### src/rtl/sop_sweep_ctrl.sv
// Sequencer that sweeps a 3-input SOP evaluator through vectors 000..111,
// captures its truth table and scores it against an expected mask.
module sop_sweep_ctrl #(
  parameter int unsigned SETTLE = 1,
  parameter logic [7:0]  EXPECT = 8'hB8
) (
  input  logic       clk,
  input  logic       rst_n,
  input  logic       start,
  input  logic       abort,
  output logic       x,
  output logic       y,
  output logic       z,
  input  logic       f,
  output logic       busy,
  output logic       done,
  output logic [7:0] tt,
  output logic       pass,
  output logic [3:0] nbad,
  output logic [2:0] first_bad,
  output logic [1:0] fsm_state
);

  // Handshake: start is a level sampled only in IDLE (abort has priority);
  // done is a one-cycle pulse, and pass/nbad/first_bad/tt hold until the next accepted start.
  typedef enum logic [1:0] {
    S_IDLE   = 2'd0,
    S_SETTLE = 2'd1,
    S_SAMPLE = 2'd2,
    S_DONE   = 2'd3
  } state_t;

  localparam logic [3:0] SETTLE_LAST = (SETTLE == 0) ? 4'd0 : 4'(SETTLE - 1);
  // With no settle time every vector goes straight to its sample cycle.
  localparam state_t VEC_STATE = (SETTLE == 0) ? S_SAMPLE : S_SETTLE;

  state_t     state;
  state_t     state_nxt;
  logic [2:0] idx;
  logic [3:0] cnt;
  logic       go;
  logic       mismatch;

  assign go       = start && !abort;
  assign mismatch = (f != EXPECT[idx]);
  assign x        = idx[2];
  assign y        = idx[1];
  assign z        = idx[0];

  always_ff @(posedge clk or negedge rst_n) begin
    if (!rst_n) state <= S_IDLE;
    else        state <= state_nxt;
  end

  always_comb begin
    state_nxt = state;
    case (state)
      S_IDLE:   if (go) state_nxt = VEC_STATE;
      S_SETTLE: begin
        if (abort)                    state_nxt = S_IDLE;
        else if (cnt == SETTLE_LAST)  state_nxt = S_SAMPLE;
      end
      S_SAMPLE: begin
        if (abort)             state_nxt = S_IDLE;
        else if (idx == 3'd7)  state_nxt = S_DONE;
        else                   state_nxt = VEC_STATE;
      end
      S_DONE:   state_nxt = S_IDLE;
      default:  state_nxt = S_IDLE;
    endcase
  end

  always_comb begin
    busy      = (state == S_SETTLE) || (state == S_SAMPLE);
    done      = (state == S_DONE);
    fsm_state = state;
  end

  always_ff @(posedge clk or negedge rst_n) begin
    if (!rst_n) begin
      idx       <= 3'd0;
      cnt       <= 4'd0;
      tt        <= 8'd0;
      nbad      <= 4'd0;
      first_bad <= 3'd0;
      pass      <= 1'b0;
    end else begin
      case (state)
        S_IDLE: begin
          if (go) begin
            tt        <= 8'd0;
            nbad      <= 4'd0;
            first_bad <= 3'd0;
            pass      <= 1'b0;
            idx       <= 3'd0;
            cnt       <= 4'd0;
          end
        end
        S_SETTLE: begin
          if (abort) idx <= 3'd0;
          else       cnt <= cnt + 4'd1;
        end
        S_SAMPLE: begin
          if (abort) begin
            idx <= 3'd0;
          end else begin
            tt[idx] <= f;
            if (mismatch) begin
              nbad <= nbad + 4'd1;
              // nbad still zero means this is the sweep's first mismatch.
              if (nbad == 4'd0) first_bad <= idx;
            end
            if (idx != 3'd7) begin
              idx <= idx + 3'd1;
              cnt <= 4'd0;
            end
          end
        end
        S_DONE: begin
          idx <= 3'd0;
          if (!abort) pass <= (nbad == 4'd0);
        end
        default: idx <= 3'd0;
      endcase
    end
  end

endmodule
### config.mk
export PLATFORM = sky130hd
export DESIGN_NAME = sop_sweep_ctrl
export DESIGN_NICKNAME = d
export VERILOG_FILES = /design/src/rtl/sop_sweep_ctrl.sv
export SDC_FILE = /design/constraint.sdc
export NUM_CORES = 1
export LEC_CHECK = 0
export CAP_MARGIN = 20
export CORE_UTILIZATION = 43
export CTS_CLUSTER_DIAMETER = 150
export DETAILED_ROUTE_END_ITERATION = 8
export PLACE_DENSITY = 0.78
export SLEW_MARGIN = 25
export SYNTH_ARGS = -nofsm -noshare
export SYNTH_HDL_FRONTEND = slang
export SYNTH_SLANG_ARGS = --single-unit
### constraint.sdc
create_clock -name clk -period 2.41 [get_ports clk]
set_clock_uncertainty 0.1 [all_clocks]
set_input_delay 0.241 -clock clk [delete_from_list [all_inputs] [get_ports clk]]
set_output_delay 0.241 -clock clk [all_outputs]
set_load 0.01 [all_outputs]
**After elaboration in Yosys (flattened, before gate mapping)**

Memory sizes are Yosys's and may differ from the RTL's.
Cells that the tools add are included.

- Output and inout port bits: 23
- Register bits: 25
- Memories kept: 1
- Memory bits (read-only): 8
- Logic and storage cells: 79
- Input bits: 5

Memory list:

| memory | depth | width | read ports | clocked after memory_dff | wr ports | line | text |
|---|---|---|---|---|---|---|---|
| (name not given) | 8 | 1 | 1 | 0 | 0 | 45 | `assign mismatch = (f != EXPECT[idx]);` |

- Mux-type cells: 33
- Equality and inequality tests: 16
- Reduce and logical (&&, ||, !) cells: 17
- Add/sub/neg operators: 3
- Magnitude comparators: 2

Operator list:

| operator | number |
|---|---|
| $mux W4 | 6 |
| $mux W3 | 7 |
| $mux W8 | 2 |
| $pmux W8 S2 | 1 |
| $ne A2 B2 Y1 const B | 6 |
| $pmux W3 S4 | 1 |
| $pmux W4 S3 | 1 |
| $mux W2 | 5 |
| $reduce_and A5 Y1 | 2 |
| $reduce_and A3 Y1 | 3 |
| $add A4 B1 Y4 const B | 2 |
| $bwmux W8 | 1 |
| $logic_not A4 Y1 | 2 |
| $pmux W2 S4 | 1 |
| $pmux W4 S2 | 1 |
| $ne A3 B3 Y1 const B | 2 |
| $pmux W3 S2 | 1 |
| $eq A2 B2 Y1 const B | 2 |
| $lt A3 B4 Y1 const B | 1 |
| $mux W1 | 4 |
| $ne A2 B1 Y1 const B | 2 |
| $reduce_and A4 Y1 | 1 |
| $reduce_bool A2 Y1 | 2 |
| $add A3 B1 Y3 const B | 1 |
| 13 further kinds | 14 |

**Depth between registers and ports, before layout**

- Word-level depth: 7
- Mapped depth: 7
- Mapped depth without buffers: 6

**Least setup slack after synthesis**

OpenSTA, ideal clock, no wires.

- Path type: register to register
- From: register state[0] (netlist: fsm_state[0])
- To: register first_bad[0]
- Buffers on the path: 1
- Cell stages (with the launch flop): 8
- Data arrival time: 1.763 ns
- Period minus slack after synthesis: 1.964 ns
- Path slack: 0.446 ns
- Library setup time: 0.101 ns
- Path through: dfrtp_1 inv_1 ha_1 clkbuf_1 nand2_1 mux2i_1 or3_4 o311ai_2

- Cells in the longest elaborated chain, start to end: 3

Ends and longest elaborated chain:

| element | line | text |
|---|---|---|
| start: declaration | 37 | `state_t state;` |
| start signal: assignment | 52 | `else state <= state_nxt;` |
| $eq A2 B2 Y1 / $logic_not A2 Y1 (equally long branches) | 88 | `case (state)` |
| $ne A2 B1 Y1 (no source line), or another cell as far along | - |  |
| $reduce_and A5 Y1 (no source line) | - |  |
| end signal: assignment | 111 | `if (nbad == 4'd0) first_bad <= idx;` |
| end: declaration | 20 | `output logic [2:0] first_bad,` |

Several ways; a longest one is shown, not always the timed one.
A chain may end at the register's enable or synchronous reset.

**Worst setup path after layout**

- From: register state[0] (netlist: fsm_state[0])
- To: register first_bad[1]

The elaborated chain is that of the path after synthesis.

==> summary.md <==
| Metric | Value |
|---|---|
| Run status | `completed` |
| Type of the tightest min-delay check | `in2async` |
| CTS tree | `built` |
| Worst EP arrival | `2.26 ns` |
| Synth top cells by count | `dfrtp_1, nand2_1, o21ai_0` |
| Htree depth | `1` |
| Count leader, synth | `dfrtp_1` |
| Post-detail-place hpwl | `2568 µm` |
| Hold slack | `0.1490 ns` |
| Largest net degree at the start of global routing | `26` |
| Setup TNS Final | `0 ns` |
| Distinct cells, synth | `34` |
| Clock Path Buffers | `2` |
| Pwr Density | `869.1 mW/mm²` |
| Worst slew margin | `73.02%` |
| Drt drc | `0` |
| Clock Sinks | `25` |
| I/O pin count | `28` |
| Clock root cell | `clkbuf_4` |
| Switch share | `43.78%` |
| Placer Congestion | `0.7725` |
| Crit-path max FO | `12` |
| Fmax | `471.9 MHz` |
| Post-synth top area share | `40.88%` |
| Startpoint Class | `flip-flop` |
| Drt pass-1 iters | `4` |
| Tmin final | `2.119 ns` |
| Hold buffers post-CTS | `0` |
| Register area | `625.6 µm²` |
| Post-Syn Nets | `188` |
| Routed WL | `3435 µm` |
| Syn Std Cell Area | `0.001530 mm²` |
| Leading area contributor after synthesis | `dfrtp_1` |
| Initial DRC Count | `44` |
| Design Area, Final | `0.001922 mm²` |
| Layout cells sized above 1 | `7.843%` |
| Filler cells | `331` |
| Synthesis Warnings | `0` |
| Clock Latency Late Sink | `0.34 ns` |
| Count of final setup violators | `0` |
| Critical Path RT | `2.55 ns` |
| Area grow syn2layout | `25.59%` |
| Initial antenna violation count | `0` |
| Placed insts | `246` |
| Total of cells resized after clock tree synthesis | `0` |
| Setup WS pre-CTS | `0.3322 ns` |
| # rows | `21` |
| Vias per inst | `5.544` |
| First-pass GRT wire length | `5589 µm` |
| Nets@finish | `221` |
| Core outline area | `0.003363 mm²` |
| All-Layer GR Usage | `20.23%` |
| Vias | `1386` |
| Synth Flop Type | `dfrtp_1` |
| Slew @ Worst Pin | `0.4029 ns` |
| Sequential share of the synthesized area | `40.88%` |
| Logic pwr share | `52.6%` |
| Initial Util | `45.50%` |
| Cell count after synthesis | `172` |
| Die W | `61.66 µm` |
| Number of routed nets with antenna violations | `0` |
| Top cells by area, synth | `dfrtp_1, ha_1, o21ai_0` |
| Async S/R FF share, synth | `100.0%` |
| Clock slew at reported path FFs | `0.16 ns` |
| Fin. max-slew vios | `0` |
| DR WL/cell | `13.74 µm` |
| Sw Pwr | `0.7312 mW` |
| Antenna Cells | `0` |
| Synthesized area per cell | `8.897 µm²` |
| Die Height | `61.66 µm` |
| GRT Residual Overflow | `0` |
| Crit end category | `flip-flop` |
| Seq cells post-synth | `25` |
| Worst Setup Path Type | `reg2reg` |
| Setup Fix Bufs, Post-CTS | `0` |
| Max VDD drop | `0.0005967 V` |
| Final hold violation count | `0` |
| Sequential power share | `35.0%` |
| EDFF count, synth | `0` |
| Clk network pwr share | `12.4%` |
| Placement Cell Area | `0.001892 mm²` |
| Pleak | `0.7893 nW` |
| Vias in the first global route | `1254` |
| Final worst slack | `0.2909 ns` |
| CTS Buf Count | `3` |
| Period utilization | `87.93%` |
| Final cell count without fillers | `250` |
| Max cap viols | `0` |
| Die ar. | `0.003801 mm²` |
| Int Pwr | `0.9390 mW` |
| RSZ-0062 raised after global routing | `no` |
| Area of the multi-input gates | `829.5 µm²` |
| Port Buffers | `27` |
-- worst max-delay path, stage by stage, from the launching register on --
cell,delay (ns)
dfrtp_1,0.43
inv_1,0.10
ha_1,0.34
nand2b_1,0.12
mux2i_1,0.12
buf_4,0.17
or3_4,0.41
o311ai_2,0.23
-- cell type report --
type	instances	share of cell area (%)
clock buffer	3	1.172
clock inverter	1	0.3906
inverter	13	2.539
multi-input combinational	127	43.16
sequential	25	32.55
tap	46	2.995
timing repair buffer	35	17.19
-- placed cells by master, fill, tap and decap left out, types with 3 or more instances in the layout --
master            n
clkdlybuf4s50_1  27
dfrtp_1          25
nand2_1          19
o21ai_0          18
inv_1            13
o21ai_1          12
ha_1             11
nand2b_1          8
nand3_1           8
buf_4             8
a31oi_1           5
o31ai_1           5
a21oi_1           4
nor2_1            4
nor2b_1           3
o311ai_2          3
o211ai_1          3
clkbuf_4          3
-- flip-flops by register name, summed over array words and instances (netlist names) --
register	flops
nbad	4
first_bad	3
cnt	4
tt	8
pass	1
idx	3
fsm_state	2
-- power groups by stage --
| stage | combinational (mW) | clock [mW] | sequential, mW |
|---|---|---|---|
| final | 0.879 | 0.206 | 0.585 |
| after global routing | 0.968 | 0.226 | 0.603 |
| after detailed placement | 0.877 | 0 | 0.592 |
| after CTS | 0.880 | 0.208 | 0.585 |
| after floorplan | 0.515 | 0 | 0.608 |
| after global placement | 0.869 | 0 | 0.591 |
-- layer usage --
| layer | vias up | wire length (µm) | GRT usage, % |
|---|---|---|---|
| met1 | 653 | 1619 | 27.17 |
| li1 | 682 | - | - |
| met5 | - | 0 | 0 |
| met2 | 46 | 1633 | 32.57 |
| met4 | 0 | 46 | 9.206 |
| met3 | 5 | 136 | 2.521 |
-- worst paths after layout --
| check | from | to | slack [ns] | cells after the start |
|---|---|---|---|---|
| worst max-delay path | fsm_state[0] | first_bad[1] | 0.29 | 7 |
| worst min-delay path | rst_n | tt[7] | 0.15 | 2 |
| worst max register to register | fsm_state[0] | first_bad[1] | 0.29 | 7 |
| worst min register to register | tt[2] | tt[2] | 0.41 | 2 |
| max in group asynchronous | rst_n | fsm_state[1] | 1.80 | 2 |
| min in group clk | tt[2] | tt[2] | 0.41 | 2 |
-- through the flow --
stage	power, mW	util, %
4_1_cts	1.672	57.14
3_3_place_gp	1.460	56.25
6_report	1.670	57.14
5_1_grt	1.796	57.14
2_1_floorplan	1.122	-
3_5_place_dp	1.469	56.25
-- logic make-up (layout without fill, tap and decap cells) --
group	Yosys count	after routing	synth area share, %
flip-flops	25	25	40.88
adder cells (fa/ha/maj)	11	11	8.994
buffers and inverters	20	52	4.906
multiplexers	2	2	1.308
AO/OA/AOI/OAI	61	61	26.08
AND/OR/NAND/NOR	53	53	17.83
(Power assumes the default switching activity.)
==> patch: new RTL, config.mk and constraints unchanged <==
Register the outputs `x`, `y` and `z`, cleared by the reset; this adds one clock of latency there. The other outputs are not delayed to match.
--- a/src/rtl/sop_sweep_ctrl.sv
+++ b/src/rtl/sop_sweep_ctrl.sv
@@ -44,7 +44,15 @@
   assign go       = start && !abort;
   assign mismatch = (f != EXPECT[idx]);
-  assign x        = idx[2];
-  assign y        = idx[1];
-  assign z        = idx[0];
+  always_ff @(posedge clk or negedge rst_n) begin
+    if (!rst_n) begin
+      x <= '0;
+      y <= '0;
+      z <= '0;
+    end else begin
+      x <= idx[2];
+      y <= idx[1];
+      z <= idx[0];
+    end
+  end
 
   always_ff @(posedge clk or negedge rst_n) begin
Behaviour: not the same (a bounded check fails within 4 cycles, from zero or initial values and one cycle with rst_n low).
==> patch against the unedited design <==
Die area up 7.3%. Count of clock-buffer cells in the layout up 1. Sequential power up 7.0%. Setup slack worse by 0.015 ns. Routed wire length down 5.4%. Sequential cell count up 3. Synthesized area up 7.5%. Design area up 6.7%. First-iteration DRC count up 2.3%. Power down 1.3%. Largest cell class unchanged. Largest power group unchanged.
==> patch: results (changes against the unedited design) <==
\begin{tabular}{lr}
\hline
Metric & Value \\
\hline
\multicolumn{2}{l}{\textbf{Run status}} \\
Outcome & finished, final reports clean \\
\multicolumn{2}{l}{\textbf{Global routing}} \\
Total Routing Usage GR & 17.9\% (-2.4 points) \\
Pin count of the biggest net entering global routing & 29 (+12\%) \\
First-pass GRT wire length & 5.64 mm (+0.86\%) \\
Via count of the first global-routing pass & 1213 (-3.3\%) \\
\multicolumn{2}{l}{\textbf{Place}} \\
Port Buf Inserts & 27 (unchanged) \\
Post-detailed-placement half-perimeter wirelength & 2.44 mm (-4.9\%) \\
Worst setup slack before clock tree synthesis & 0.233 ns (-0.0992 ns) \\
Final estimated routing congestion in global placement & 0.852 (+10\%) \\
\multicolumn{2}{l}{\textbf{Detailed routing}} \\
Vias & 1356 (-2.2\%) \\
Per-cell via count in the routed design & 5.22 (-5.9\%) \\
Drt first-iter violations & 45 (+2.3\%) \\
Average wire per cell in the routed design & 12.5 um (-9.0\%) \\
\multicolumn{2}{l}{\textbf{Yosys}} \\
Per-instance average area after synthesis & 9.09 um2 (+2.2\%) \\
Top post-synthesis cells by count & sky130\_fd\_sc\_hd\_\_dfrtp\_1, sky130\_fd\_sc\_hd\_\_nand2\_1, sky130\_fd\_sc\_hd\_\_o21ai\_0, sky130\_fd\_sc\_hd\_\_nand3\_1, sky130\_fd\_sc\_hd\_\_inv\_1 \\
Count of different cell masters after synthesis & 43 (+26\%) \\
Cell types occupying the most area after synthesis & sky130\_fd\_sc\_hd\_\_dfrtp\_1, sky130\_fd\_sc\_hd\_\_ha\_1, sky130\_fd\_sc\_hd\_\_o21ai\_0, sky130\_fd\_sc\_hd\_\_nand2\_1, sky130\_fd\_sc\_hd\_\_nand3\_1 \\
Net count after synthesis & 198 (+5.3\%) \\
\multicolumn{2}{l}{\textbf{Worst setup path}} \\
Highest fanout seen on the critical path & 11 (-1) \\
\multicolumn{2}{l}{\textbf{Clock tree}} \\
CTS root buf & sky130\_fd\_sc\_hd\_\_clkbuf\_8 \\
Clock slew at the register clock pins of the worst setup and hold paths & 0.09 ns (-0.07 ns) \\
\multicolumn{2}{l}{\textbf{Power}} \\
Largest vdd supply drop & 0.000606 V (+1.6\%) \\
Static Leakage & 0.893 nW (+13\%) \\
\multicolumn{2}{l}{\textbf{Layout}} \\
Layout cell share with drive strength beyond 1 & 9.43\% (+1.6 points) \\
Registers with the most flip-flops & tt: 8 flops, cnt: 4 flops, nbad: 4 flops \\
FILL cells & 323 (-2.4\%) \\
Final net count & 230 (+4.1\%) \\
\hline
\end{tabular}
patch: cell count changes in the layout (fill, tap and decap cells not counted), moves of 5 or more:
cell,unedited run,this run
sky130_fd_sc_hd__nand2b_1,8,3
sky130_fd_sc_hd__a31oi_1,5,0
sky130_fd_sc_hd__nand3_1,8,17
sky130_fd_sc_hd__o21ai_1,12,1
patch: worst paths after layout:
check                              from      end  slack, ns  cells after the start
setup / recovery           fsm_state[0]  nbad[2]       0.28                      6
hold / removal                    rst_n     pass       0.23                      2
setup reg to reg           fsm_state[0]  nbad[2]       0.28                      6
hold reg to reg                   tt[3]    tt[3]       0.41                      2
max in group asynchronous         rst_n    tt[2]       1.73                      2
min in group clk                  tt[3]    tt[3]       0.41                      2
patch: cell type report:
| class | count | area (um2) | share of cell area [%] |
|---|---|---|---|
| clock buffers | 4 | 55.1 | 2.68 |
| inverters | 15 | 56.3 | 2.75 |
| multi-input cells | 129 | 841 | 41.0 |
| flip-flops and latches | 28 | 701 | 34.2 |
| well taps | 48 | 60.1 | 2.93 |
| repair buffers | 36 | 338 | 16.5 |
patch: through the flow:
step           hold slack, ns  power [W]  instance area, um2  util (%)
2_1_floorplan          -0.155    0.00108                1650         -
3_3_place_gp            0.396    0.00134                1990      54.3
3_5_place_dp            0.403    0.00136                1990      54.3
4_1_cts                 0.242    0.00165                2040      55.8
5_1_grt                 0.262    0.00178                2050      56.0
6_report                0.226    0.00165                2050      56.0
patch: cells by family after synthesis:
| kind of cell | count (synthesis) | share of synthesized area [%] |
|---|---|---|
| adder cells (fa/ha/maj) | 12 | 9.13 |
| AO/OA/AOI/OAI | 45 | 16.7 |
| AND/OR/NAND/NOR | 65 | 19.8 |
| buffers and inverters | 24 | 6.69 |
| multiplexers | 7 | 5.10 |
| flip-flops | 28 | 42.6 |
patch: worst register-to-register path, stage by stage (launching register included):
cell and delay, ns:
sky130_fd_sc_hd__dfrtp_1 0.43, sky130_fd_sc_hd__inv_1 0.17, sky130_fd_sc_hd__ha_2 0.33, sky130_fd_sc_hd__nor2b_1 0.24, sky130_fd_sc_hd__a22oi_1 0.17, sky130_fd_sc_hd__or2_1 0.30
sky130_fd_sc_hd__a211o_1 0.30
patch: power breakdown:
| group | internal, W | total [W] | switching (W) |
|---|---|---|---|
| registers | 0.000550 | 0.000626 | 0.0000756 |
| clock network | 0.000146 | 0.000291 | 0.000144 |
| logic | 0.000333 | 0.000732 | 0.000399 |
| total | 0.00103 | 0.00165 | 0.000619 |
patch: routing by layer:
| metal | track usage, % | routed length (um) | share of wire, % |
|---|---|---|---|
| met2 | 26.6 | 1460 | 45 |
| met5 | 0 | 0 | 0 |
| met3 | 2.14 | 92 | 2.8 |
| met4 | 9.66 | 57 | 1.8 |
| met1 | 25.1 | 1640 | 51 |
